`config.mk`:
```
export PLATFORM = sky130hd
export DESIGN_NAME = constrained_rand_gen
export DESIGN_NICKNAME = d
export VERILOG_FILES = /design/src/rtl/rand_gen_pkg.sv /design/src/rtl/galois_lfsr.sv /design/src/rtl/constrained_rand_gen.sv
export SDC_FILE = /design/constraint.sdc
export NUM_CORES = 1
export LEC_CHECK = 0
export CAP_MARGIN = 20
export CORE_MARGIN = 5
export CORE_UTILIZATION = 56
export DETAILED_ROUTE_END_ITERATION = 12
export DONT_BUFFER_PORTS = 1
export PLACE_DENSITY = 0.82
export SLEW_MARGIN = 20
export SYNTH_ARGS = -nofsm -noshare
export SYNTH_HDL_FRONTEND = slang
export SYNTH_SLANG_ARGS = --single-unit
```
`constraint.sdc`:
```
create_clock -name clk -period 3.35 [get_ports clk]
set_input_delay 0.67 -clock clk [delete_from_list [all_inputs] [get_ports clk]]
set_output_delay 0.67 -clock clk [all_outputs]
set_load 0.1 [all_outputs]
```
`src/rtl/rand_gen_pkg.sv`:
```
// rand_gen_pkg: shared FSM states and LFSR helpers for constrained_rand_gen
package rand_gen_pkg;
  typedef enum logic [1:0] {IDLE, DRAW, RESP} state_e;
  function automatic logic [31:0] lfsr_mask(input int width);
    return width == 8 ? 32'hB8 : width == 16 ? 32'hB400 : 32'hA3000000;
  endfunction
  function automatic int tries_w(input int max_tries);
    return $clog2(max_tries + 1);
  endfunction
endpackage

```
`src/rtl/galois_lfsr.sv`:
```
// galois_lfsr: right-shift Galois LFSR with load and step, exposing the next value combinationally
module galois_lfsr #(
  parameter int WIDTH = 32,
  parameter logic [WIDTH-1:0] MASK = 'hA3000000,
  parameter logic [WIDTH-1:0] SEED = 'hACE12345
) (
  input  logic             clk,
  input  logic             rst,
  input  logic             load,
  input  logic [WIDTH-1:0] load_value,
  input  logic             step,
  output logic [WIDTH-1:0] state,
  output logic [WIDTH-1:0] next
);
  always_comb next = state[0] ? (state >> 1) ^ MASK : state >> 1;
  always_ff @(posedge clk or posedge rst)
    if (rst) state <= SEED;
    else if (load) state <= load_value;
    else if (step) state <= next;
endmodule

```
`src/rtl/constrained_rand_gen.sv`:
```
// constrained_rand_gen: randomize() with {v > LOWER_BOUND;} via LFSR rejection sampling
module constrained_rand_gen
  import rand_gen_pkg::*;
#(
  parameter int              WIDTH       = 32,
  parameter longint unsigned LOWER_BOUND = 5,
  parameter int              MAX_TRIES   = 16,
  parameter logic [31:0]     SEED        = 32'hACE12345
) (
  input  logic                           clk,
  input  logic                           rst,
  input  logic                           seed_load,
  input  logic [WIDTH-1:0]               seed_value,
  input  logic                           req_valid,
  output logic                           req_ready,
  output logic                           rsp_valid,
  input  logic                           rsp_ready,
  output logic [WIDTH-1:0]               rsp_value,
  output logic                           rsp_success,
  output logic [tries_w(MAX_TRIES)-1:0]  rsp_tries
);
  localparam logic [WIDTH-1:0] SEED_W = SEED[WIDTH-1:0];
  localparam logic [WIDTH-1:0] LB = WIDTH'(LOWER_BOUND);
  if (LOWER_BOUND >= (64'd1 << WIDTH) - 64'd1 || SEED_W == '0 || MAX_TRIES < 1 ||
      !(WIDTH == 8 || WIDTH == 16 || WIDTH == 32)) begin : g_bad_params
    $error("constrained_rand_gen: unsatisfiable or unsupported parameters");
  end
  state_e state, state_n;
  logic [WIDTH-1:0] lfsr_unused, lfsr_next;
  logic accept_draw, give_up;
  galois_lfsr #(.WIDTH(WIDTH), .MASK(WIDTH'(lfsr_mask(WIDTH))), .SEED(SEED_W)) u_lfsr (
    .clk(clk),
    .rst(rst),
    .load(state == IDLE && seed_load),
    .load_value(seed_value == '0 ? SEED_W : seed_value),
    .step(state == DRAW),
    .state(lfsr_unused),
    .next(lfsr_next)
  );
  assign accept_draw = lfsr_next > LB;
  assign give_up     = int'(rsp_tries) + 1 == MAX_TRIES;
  assign req_ready   = state == IDLE;
  assign rsp_valid   = state == RESP;
  always_comb begin
    state_n = state;
    state_n = state == IDLE ? (req_valid ? DRAW : IDLE)
            : state == DRAW ? (accept_draw || give_up ? RESP : DRAW)
            : (rsp_ready ? IDLE : RESP);
  end
  always_ff @(posedge clk or posedge rst)
    if (rst) state <= IDLE;
    else state <= state_n;
  always_ff @(posedge clk or posedge rst)
    if (rst) begin
      rsp_value   <= '0;
      rsp_success <= 1'b0;
      rsp_tries   <= '0;
    end else if (state == IDLE && req_valid) begin
      rsp_tries <= '0;
    end else if (state == DRAW) begin
      rsp_tries <= rsp_tries + 1'b1;
      if (accept_draw) begin
        rsp_value   <= lfsr_next;
        rsp_success <= 1'b1;
      end else if (give_up) begin
        rsp_success <= 1'b0;
      end
    end
endmodule

```
==> results of run 1 <==
## cells by family after synthesis
family	after synthesis	share of synthesized area
compound gates	66	0.1471
xor+xnor	5	0.01351
fa+ha+maj	1	0.003859
buf+inv	17	0.03010
flops	72	0.5612
mux	44	0.1459
simple gates	63	0.09842
## stage by stage
step	worst slack, ps	instance area, um2	utilization	hold WS [ps]
final	1189	3555	0.6377	416.0
after CTS	1189	3555	0.6377	415.7
after floorplan	878.3	3242	-	468.3
after global placement	1141	3366	0.6038	498.1
after global routing	1031	3555	0.6377	413.8
after detailed placement	1128	3366	0.6038	513.2
## routing by layer
metal	track usage	wire length [um]
met1	0.2681	2870
met2	0.3581	3767
met3	0.07973	784
met4	0.07626	123
met5	0	0
## layout by cell type, fill, tap and decap left out, types with 2 or more instances in the layout
cell type / n
dfrtp_1: 58
inv_1: 2
xor2_1: 2
a21oi_1: 2
clkinv_4: 2
mux2_2: 24
nor4_1: 14
nor3_1: 2
clkinv_2: 2
o22a_1: 11
mux2_1: 2
dfstp_2: 14
o22a_2: 2
clkbuf_1: 2
clkbuf_8: 9
o2bb2ai_1: 2
nand3_1: 2
buf_4: 14
nand4_1: 4
nand2b_1: 3
nor2_1: 6
a22o_1: 5
o21a_1: 12
o21ai_0: 24
xnor2_1: 3
mux2i_1: 18
nand2_1: 26
## flip-flops by register name (all words and copies together) (netlist names)
signal and flops:
rsp_tries 5, u_lfsr.state 32, state 2, rsp_value 32, rsp_success 1
## layout make-up
class	count	share of cell area
multi-input combinational	179	0.3770
timing repair buffer	14	0.02957
inverter	3	0.003168
clock buffer	11	0.03696
tap	72	0.02534
sequential	72	0.5118
clock inverter	5	0.01619
## worst paths after layout
| check | from | to | slack, ps |
|---|---|---|---|
| worst max-delay path | u_lfsr.state[7] | rsp_value[15] | 1190 |
| worst min-delay path | rsp_ready | state[1] | 420 |
| worst max register to register | u_lfsr.state[7] | rsp_value[15] | 1190 |
| worst min register to register | u_lfsr.state[1] | u_lfsr.state[1] | 530 |
| max in group asynchronous | rst | rsp_value[25] | 2310 |
| min in group asynchronous | rst | u_lfsr.state[20] | 460 |
==> impl_metrics.yaml, run 1 <==
run_status:
  status: "finished, final reports clean"
timing:
  worst_slew_pin_slew_ps: 921.3
  fin_crit_sh: 0.6452
  finalHoldViolCount: 0
  setup-violations-final: 0
  fin_setup_tns_ps: 0
  clock_skew_ps: 15.78
  fmax_mhz: 462.7
  grt_setup_unrepaired: "no"
  slew_headroom: 0.3858
  slew_violations: 0
  final.min_clock_period_ps: 2161
clock_tree:
  cts_buffers: 9
  post_cts_resized: 0
  cts_tree: "built"
  cts_hold_buf: 0
  clock_path_buffers: 2
  clock_latency_ps: 350
  htree_levels: 3
  clkSinkCount: 72
  cts_setup_buffers: 0
  root_buffer: "clkbuf_8"
  clkTransAtPathRegs_ps: 80
cells_and_area:
  areaGrowthSynthToFinish_pct: 9.649
  seqCellArea_um2: 1819
  diodes: 0
  multi_input_area_um2: 1340
  nets: 317
  fin_cells: 356
  layout-drive-gt1-share: 0.2746
  fillers: 445
synth:
  synth.distinct_cells: 38
  yosysTopAreaCell: "dfrtp_1"
  synth_top_area_share: 0.4477
  async_flop_share: 1.000
  yosysWarnings: 0
  yosysMostFrequentCell: "dfrtp_1"
  synth_top_flop_cell: "dfrtp_1"
  seq_area_frac_synth: 0.5612
  synthTopCellsByCount: "dfrtp_1, nand2_1, o21ai_0"
  ys_seq_elements: 72
  synth_area_um2: 3242
  synthTopCellsByArea: "dfrtp_1, dfstp_2, mux2_2, mux2i_1, o21ai_0"
  synth_edf_count: 0
  synth.avg_cell_area_um2: 12.10
  syn_inst: 268
  synth_nets: 306
route:
  vias: 2216
  drc: 0
  drt_pre_antenna_iters: 4
  wl_um: 7546
  drtIter0Drc: 171
  wl_per_cell_um: 21.20
  via_per_inst: 6.225
  antenna_left: 0
critical_path:
  worst_path_max_delay_cell: "dfrtp_1"
  worst-endpoint-required_ps: 3580
  path_max_fanout: 18
  criticalPathCategory: "reg2reg"
  crit_chain: "nor4_1 > nand4_1 > o31ai_4 > buf_4 > mux2_2"
  critPathTopFamily: "simple AND/OR/NAND/NOR gates"
  worstSetupPathDepth: 5
  worst_r2r_path_depth: 5
  critPathMaxStageDelay_ps: 420
  cp_data_arrival_time_ps: 2390
  worst_setup_path_end_kind: "flip-flop"
  cp_num_buf_inv: 1
  cp-start-kind: "flip-flop"
floorplanning:
  die_h_um: 86.09
  start_util: 0.5816
  io_pins: 77
  core_um2: 5574
  die_w_um: 86.09
  rows: 27
  die_area_um2: 7411
grt:
  grtUsageTotal: 0.2193
  overflow: 0
  grt_max_degree: 73
  grt_pass1_wl_um: 12470
  grt_antenna_before_repair: 0
  grt_pass1_vias: 2315
hold_path:
  hold_class: "in2reg"
  hold_depth: 1
placed_design:
  hpwl_um: 5382
  place.gp.congestion: 0.7619
  placedCellCount: 340
  portBuffers: 0
run:
  max-cap-violations: 0
Power of run 1 is not shown: default switching activity piles up to over one toggle a cycle in this logic, so the estimate is an artifact.
==> run 2, diff against run 1 <==
clock period = 2.1 ns   (was 3.35 ns; I/O delays follow)
==> run 2 against run 1 <==
- critical path depth unchanged
- final cell count up 3.9%
- design area up 5.1%
- register-to-register slack worse by 1100 ps
- routed wire length up 2.2%
- sequential cell count unchanged
- non-clock buffer count up 14
- via count up 2.1%
- core utilization up 3.3 points
- sequential share of layout area down 2.5 points
- worst hold slack worse by 410 ps
- clock-buffer cell count down 1
==> impl_metrics.yaml, run 2 (same netlist as run 1, synthesis figures left out) <==
timing:
  fin_setup_tns_ps: 0
  slew_violations: 0
  clock_skew_ps: 10.25
  slew_headroom: 0.3705
  grt_setup_unrepaired: "no"
  finalHoldViolCount: 0
  fin_crit_sh: 0.9413
  hold_ws_ps: 1.913
  setup-violations-final: 0
  worst_slew_pin_slew_ps: 944.3
  fmax_mhz: 505.9
  final.min_clock_period_ps: 1977
floorplanning:
  start_util: 0.5816
  die_area_um2: 7411
  core_um2: 5574
  io_pins: 77
  die_w_um: 86.09
  die_h_um: 86.09
  rows: 27
grt:
  gr-usage-met3: 0.07589
  grt_pass1_wl_um: 12450
  top_usage_layer: "met2"
  use_met2: 0.3287
  grt_max_degree: 47
  grt_use_met1: 0.2890
  grt_pass1_vias: 2311
  overflow: 0
  grtUsageTotal: 0.2225
  grt_antenna_before_repair: 0
route:
  drt_pre_antenna_iters: 4
  wl_um: 7714
  vias: 2262
  wl_per_cell_um: 20.85
  drc: 0
  antenna_left: 0
  drtIter0Drc: 171
  via_per_inst: 6.114
placed_design:
  hpwl_um: 5512
  portBuffers: 0
  place.gp.congestion: 0.7792
  dpl_cell_area_um2: 3500
critical_path:
  worst-endpoint-required_ps: 2330
  worst_setup_path_end_kind: "flip-flop"
  critPathTopFamily: "simple AND/OR/NAND/NOR gates"
  worst_path_max_delay_cell: "dfrtp_1"
  worst_r2r_path_depth: 5
  cp_data_arrival_time_ps: 2210
  r2r_slack_ps: 120
  path_max_fanout: 21
  r2r-start: "u_lfsr.state[11]"
  critPathMaxStageDelay_ps: 440
  crit_chain: "nor4_4 > nand4_1 > o31ai_4 > buf_12 > mux2_2"
  cp-start-kind: "flip-flop"
  r2r-end: "rsp_value[3]"
  criticalPathCategory: "reg2reg"
  cp_num_buf_inv: 1
hold_path:
  hold_class: "in2async"
run_status:
  status: "finished, final reports clean"
cells_and_area:
  layout-drive-gt1-share: 0.3188
  finalInstanceArea_um2: 3736
  nets: 331
  fillers: 423
  diodes: 0
  multi_input_area_um2: 1361
  areaGrowthSynthToFinish_pct: 15.24
  most-common-layout-cells: "dfrtp_1, nand2_1, buf_4"
  layout_commonest_cell: "dfrtp_1"
  reg.largest.list: "rsp_value x32, u_lfsr.state x32, rsp_tries x5"
  seqCellArea_um2: 1819
  final_util: 0.6703
clock_tree:
  cts_buffers: 9
  clock_latency_ps: 350
  clkTransAtPathRegs_ps: 80
  cts_tree: "built"
  clkSinkCount: 72
  clock_path_buffers: 2
  htree_levels: 3
  root_buffer: "clkbuf_8"
run:
  max-cap-violations: 0
## run 2: cell count changes in the layout (fill, tap and decap cells not counted), sizes merged
cell / previous run / this run
clkinvlp: 0 / 1
buf: 14 / 28
inv: 3 / 2
bufinv: 1 / 2
clkbuf: 11 / 10
## run 2: through the flow
| step | setup WS (ps) | cells |
|---|---|---|
| 3_3_place_gp | -4.603 | 354 |
| 5_1_grt | 13.48 | 370 |
| 6_report | 123.2 | 370 |
| 3_5_place_dp | -57.02 | 354 |
| 2_1_floorplan | 56.02 | 268 |
| 4_1_cts | 37.45 | 370 |
## run 2: area by class of cell
class / count / area share
clock buffer: 10 / 0.03416
clock inverter: 6 / 0.02244
tap: 72 / 0.02411
multi-input combinational: 179 / 0.3644
inverter: 3 / 0.004019
timing repair buffer: 28 / 0.06397
sequential: 72 / 0.4869
## run 2: timing repair
action                                  in CTS  in global routing
buffers inserted                             0                  0
pin swaps                                    0                  0
resized for setup                            1                  3
endpoints found under the setup margin      26                 15
hold buffers                                 0                  0
gates cloned                                 0                  0
## run 2: worst max path at each step
stage                           startpoint            end  slack, ps  cells past startpoint
after global placement    u_lfsr.state[11]  rsp_value[26]         -5                      5
after detailed placement  u_lfsr.state[11]  rsp_value[18]        -60                      5
after CTS                 u_lfsr.state[11]  rsp_value[18]         40                      5
after floorplan               rsp_tries[0]       state[1]         60                      4
after global routing      u_lfsr.state[11]   rsp_value[1]         10                      5
final                     u_lfsr.state[11]   rsp_value[3]        120                      5
## run 2: layer usage
metal | wire, um | share of wire
met2 | 3572 | 0.46
met4 | 227 | 0.029
met3 | 659 | 0.085
met1 | 3254 | 0.42
met5 | 0 | 0
Power of run 2 is left out for the same reason.
==> run 3, diff against run 2 <==
CORE_MARGIN = 1   (was 5)
PLACE_DENSITY = 0.71   (was 0.82)
SYNTH_HIERARCHICAL = 1   (was not set)
==> run 3 against run 2 <==
- final cell count is 8.6% higher
- maximum frequency decreased by 14%
- the flow now finishes with violations (negative setup slack)
- sequential cell count stayed put
- largest cell class unchanged
- critical path type unchanged
- via count is 5.0% higher
- routed wire length up 1.7%
- global-route usage rose by 2.1 points
==> impl_metrics.yaml, run 3 <==
critical_path:
  worst-endpoint-required_ps: 2320
  cp-start-kind: "flip-flop"
  worst_setup_path_end_kind: "flip-flop"
  crit_chain: "xnor2_2 > inv_2 > nor4_4 > nand4_1 > o21ai_4 > buf_12 > clkbuf_16 > mux2_4"
  path_max_fanout: 7
  criticalPathCategory: "reg2reg"
  worst_path_max_delay_cell: "dfstp_2"
  cp_data_arrival_time_ps: 2520
  critPathMaxStageDelay_ps: 610
cells_and_area:
  seqCellArea_um2: 1819
  layout_commonest_cell: "dfrtp_1"
  most-common-layout-cells: "dfrtp_1, nand2_1, o21ai_0"
  diodes: 0
  nets: 360
  reg.largest.list: "rsp_value x32, u_lfsr/state x32, rsp_tries x5"
  multi_input_area_um2: 1569
  fillers: 423
  layout-drive-gt1-share: 0.3609
  areaGrowthSynthToFinish_pct: 19.11
  fin_cells: 402
timing:
  fmax_mhz: 434.3
  slew_violations: 0
  fin_crit_sh: 1.096
  slew_headroom: 0.3842
  final.min_clock_period_ps: 2303
  setup_slack_ps: -202.5
  worst_slew_pin_slew_ps: 923.7
  grt_setup_unrepaired: "yes"
  clock_skew_ps: 9.877
  finalHoldViolCount: 0
  setup-violations-final: 35
grt:
  grt_antenna_before_repair: 0
  grt_pass1_wl_um: 11720
  overflow: 0
  grt_max_degree: 33
  grtUsageTotal: 0.2437
  grt_pass1_vias: 2289
clock_tree:
  clock_path_buffers: 2
  clkSinkCount: 72
  cts_tree: "built"
  clkTransAtPathRegs_ps: 80
  htree_levels: 3
  clock_latency_ps: 340
  root_buffer: "clkbuf_8"
  cts_buffers: 9
hold_path:
  hold_class: "in2async"
route:
  antenna_left: 0
  via_per_inst: 5.908
  drtIter0Drc: 154
  drt_pre_antenna_iters: 4
  vias: 2375
  wl_um: 7842
  wl_per_cell_um: 19.51
  drc: 0
placed_design:
  portBuffers: 0
  placedCellCount: 378
  hpwl_um: 5205
  place.gp.congestion: 0.8029
synth:
  yosysWarnings: 6
  synth_area_um2: 3437
  synth.avg_cell_area_um2: 11.05
  synth_nets: 349
  syn_inst: 311
floorplanning:
  die_w_um: 80.34
  io_pins: 77
  start_util: 0.5805
  die_area_um2: 6455
  die_h_um: 80.34
  core_um2: 5921
  rows: 28
run_status:
  violations: "negative setup slack"
  status: "finished, violations left"
run:
  max-cap-violations: 0
run 3: worst max-delay path: cells and delay by family (launching register included):
family                 cells  cell delay [ps]
AND/OR/NAND/NOR            2              500
flip-flops                 1              610
multiplexers               1              290
buffers and inverters      3              400
AO/OA/AOI/OAI              1              220
XOR/XNOR                   1              150
run 3: worst paths after layout:
| check | startpoint | to | slack, ps | depth (start not counted) |
|---|---|---|---|---|
| min in group clk | rsp_ready | state[1] | 180 | 1 |
| max in group asynchronous | rst | rsp_value[30] | 1230 | 3 |
| worst min-delay path | rst | u_lfsr/state[18] | 60 | 2 |
| worst max-delay path | u_lfsr/state[0] | rsp_value[25] | -200 | 8 |
| worst max register to register | u_lfsr/state[0] | rsp_value[25] | -200 | 8 |
| worst min register to register | u_lfsr/state[10] | rsp_value[9] | 570 | 1 |
run 3: layout make-up:
type	instances	area share
flip-flops and latches	72	0.4444
multi-input cells	198	0.3833
repair buffers	34	0.08894
clock buffers	11	0.03454
well taps	75	0.02292
clock inverters	5	0.01956
inverters	7	0.006418
run 3: routing by layer:
metal,global-route usage,part of all wire,vias to the layer above
met4,0.07857,0.0057,0
met5,0,0,-
met2,0.3525,0.46,87
li1,-,-,1096
met1,0.3488,0.45,1185
met3,0.07386,0.082,7
run 3: metrics by stage:
stage	instance area, um2	util	hold slack [ps]	TNS, ps	worst slack [ps]
2_1_floorplan	3462	-	502.3	-1651	-57.84
3_3_place_gp	3608	0.6095	350.2	-988.2	-40.50
3_5_place_dp	3608	0.6095	356.8	-4485	-158.4
4_1_cts	3905	0.6596	61.56	-2525	-96.21
5_1_grt	4094	0.6915	77.18	-9273	-286.7
6_report	4094	0.6915	58.80	-6270	-202.5
run 3: what timing repair did:
action / in CTS / in global routing
gates resized for setup: 14 / 19
gates cloned: 0 / 4
endpoints found under the setup margin: 35 / 35
pin swaps: 3 / 4
endpoints found under the hold margin: 15 / 0
hold buffers: 1 / 0
buffers inserted: 2 / 2
Power of run 3 is left out for the same reason.
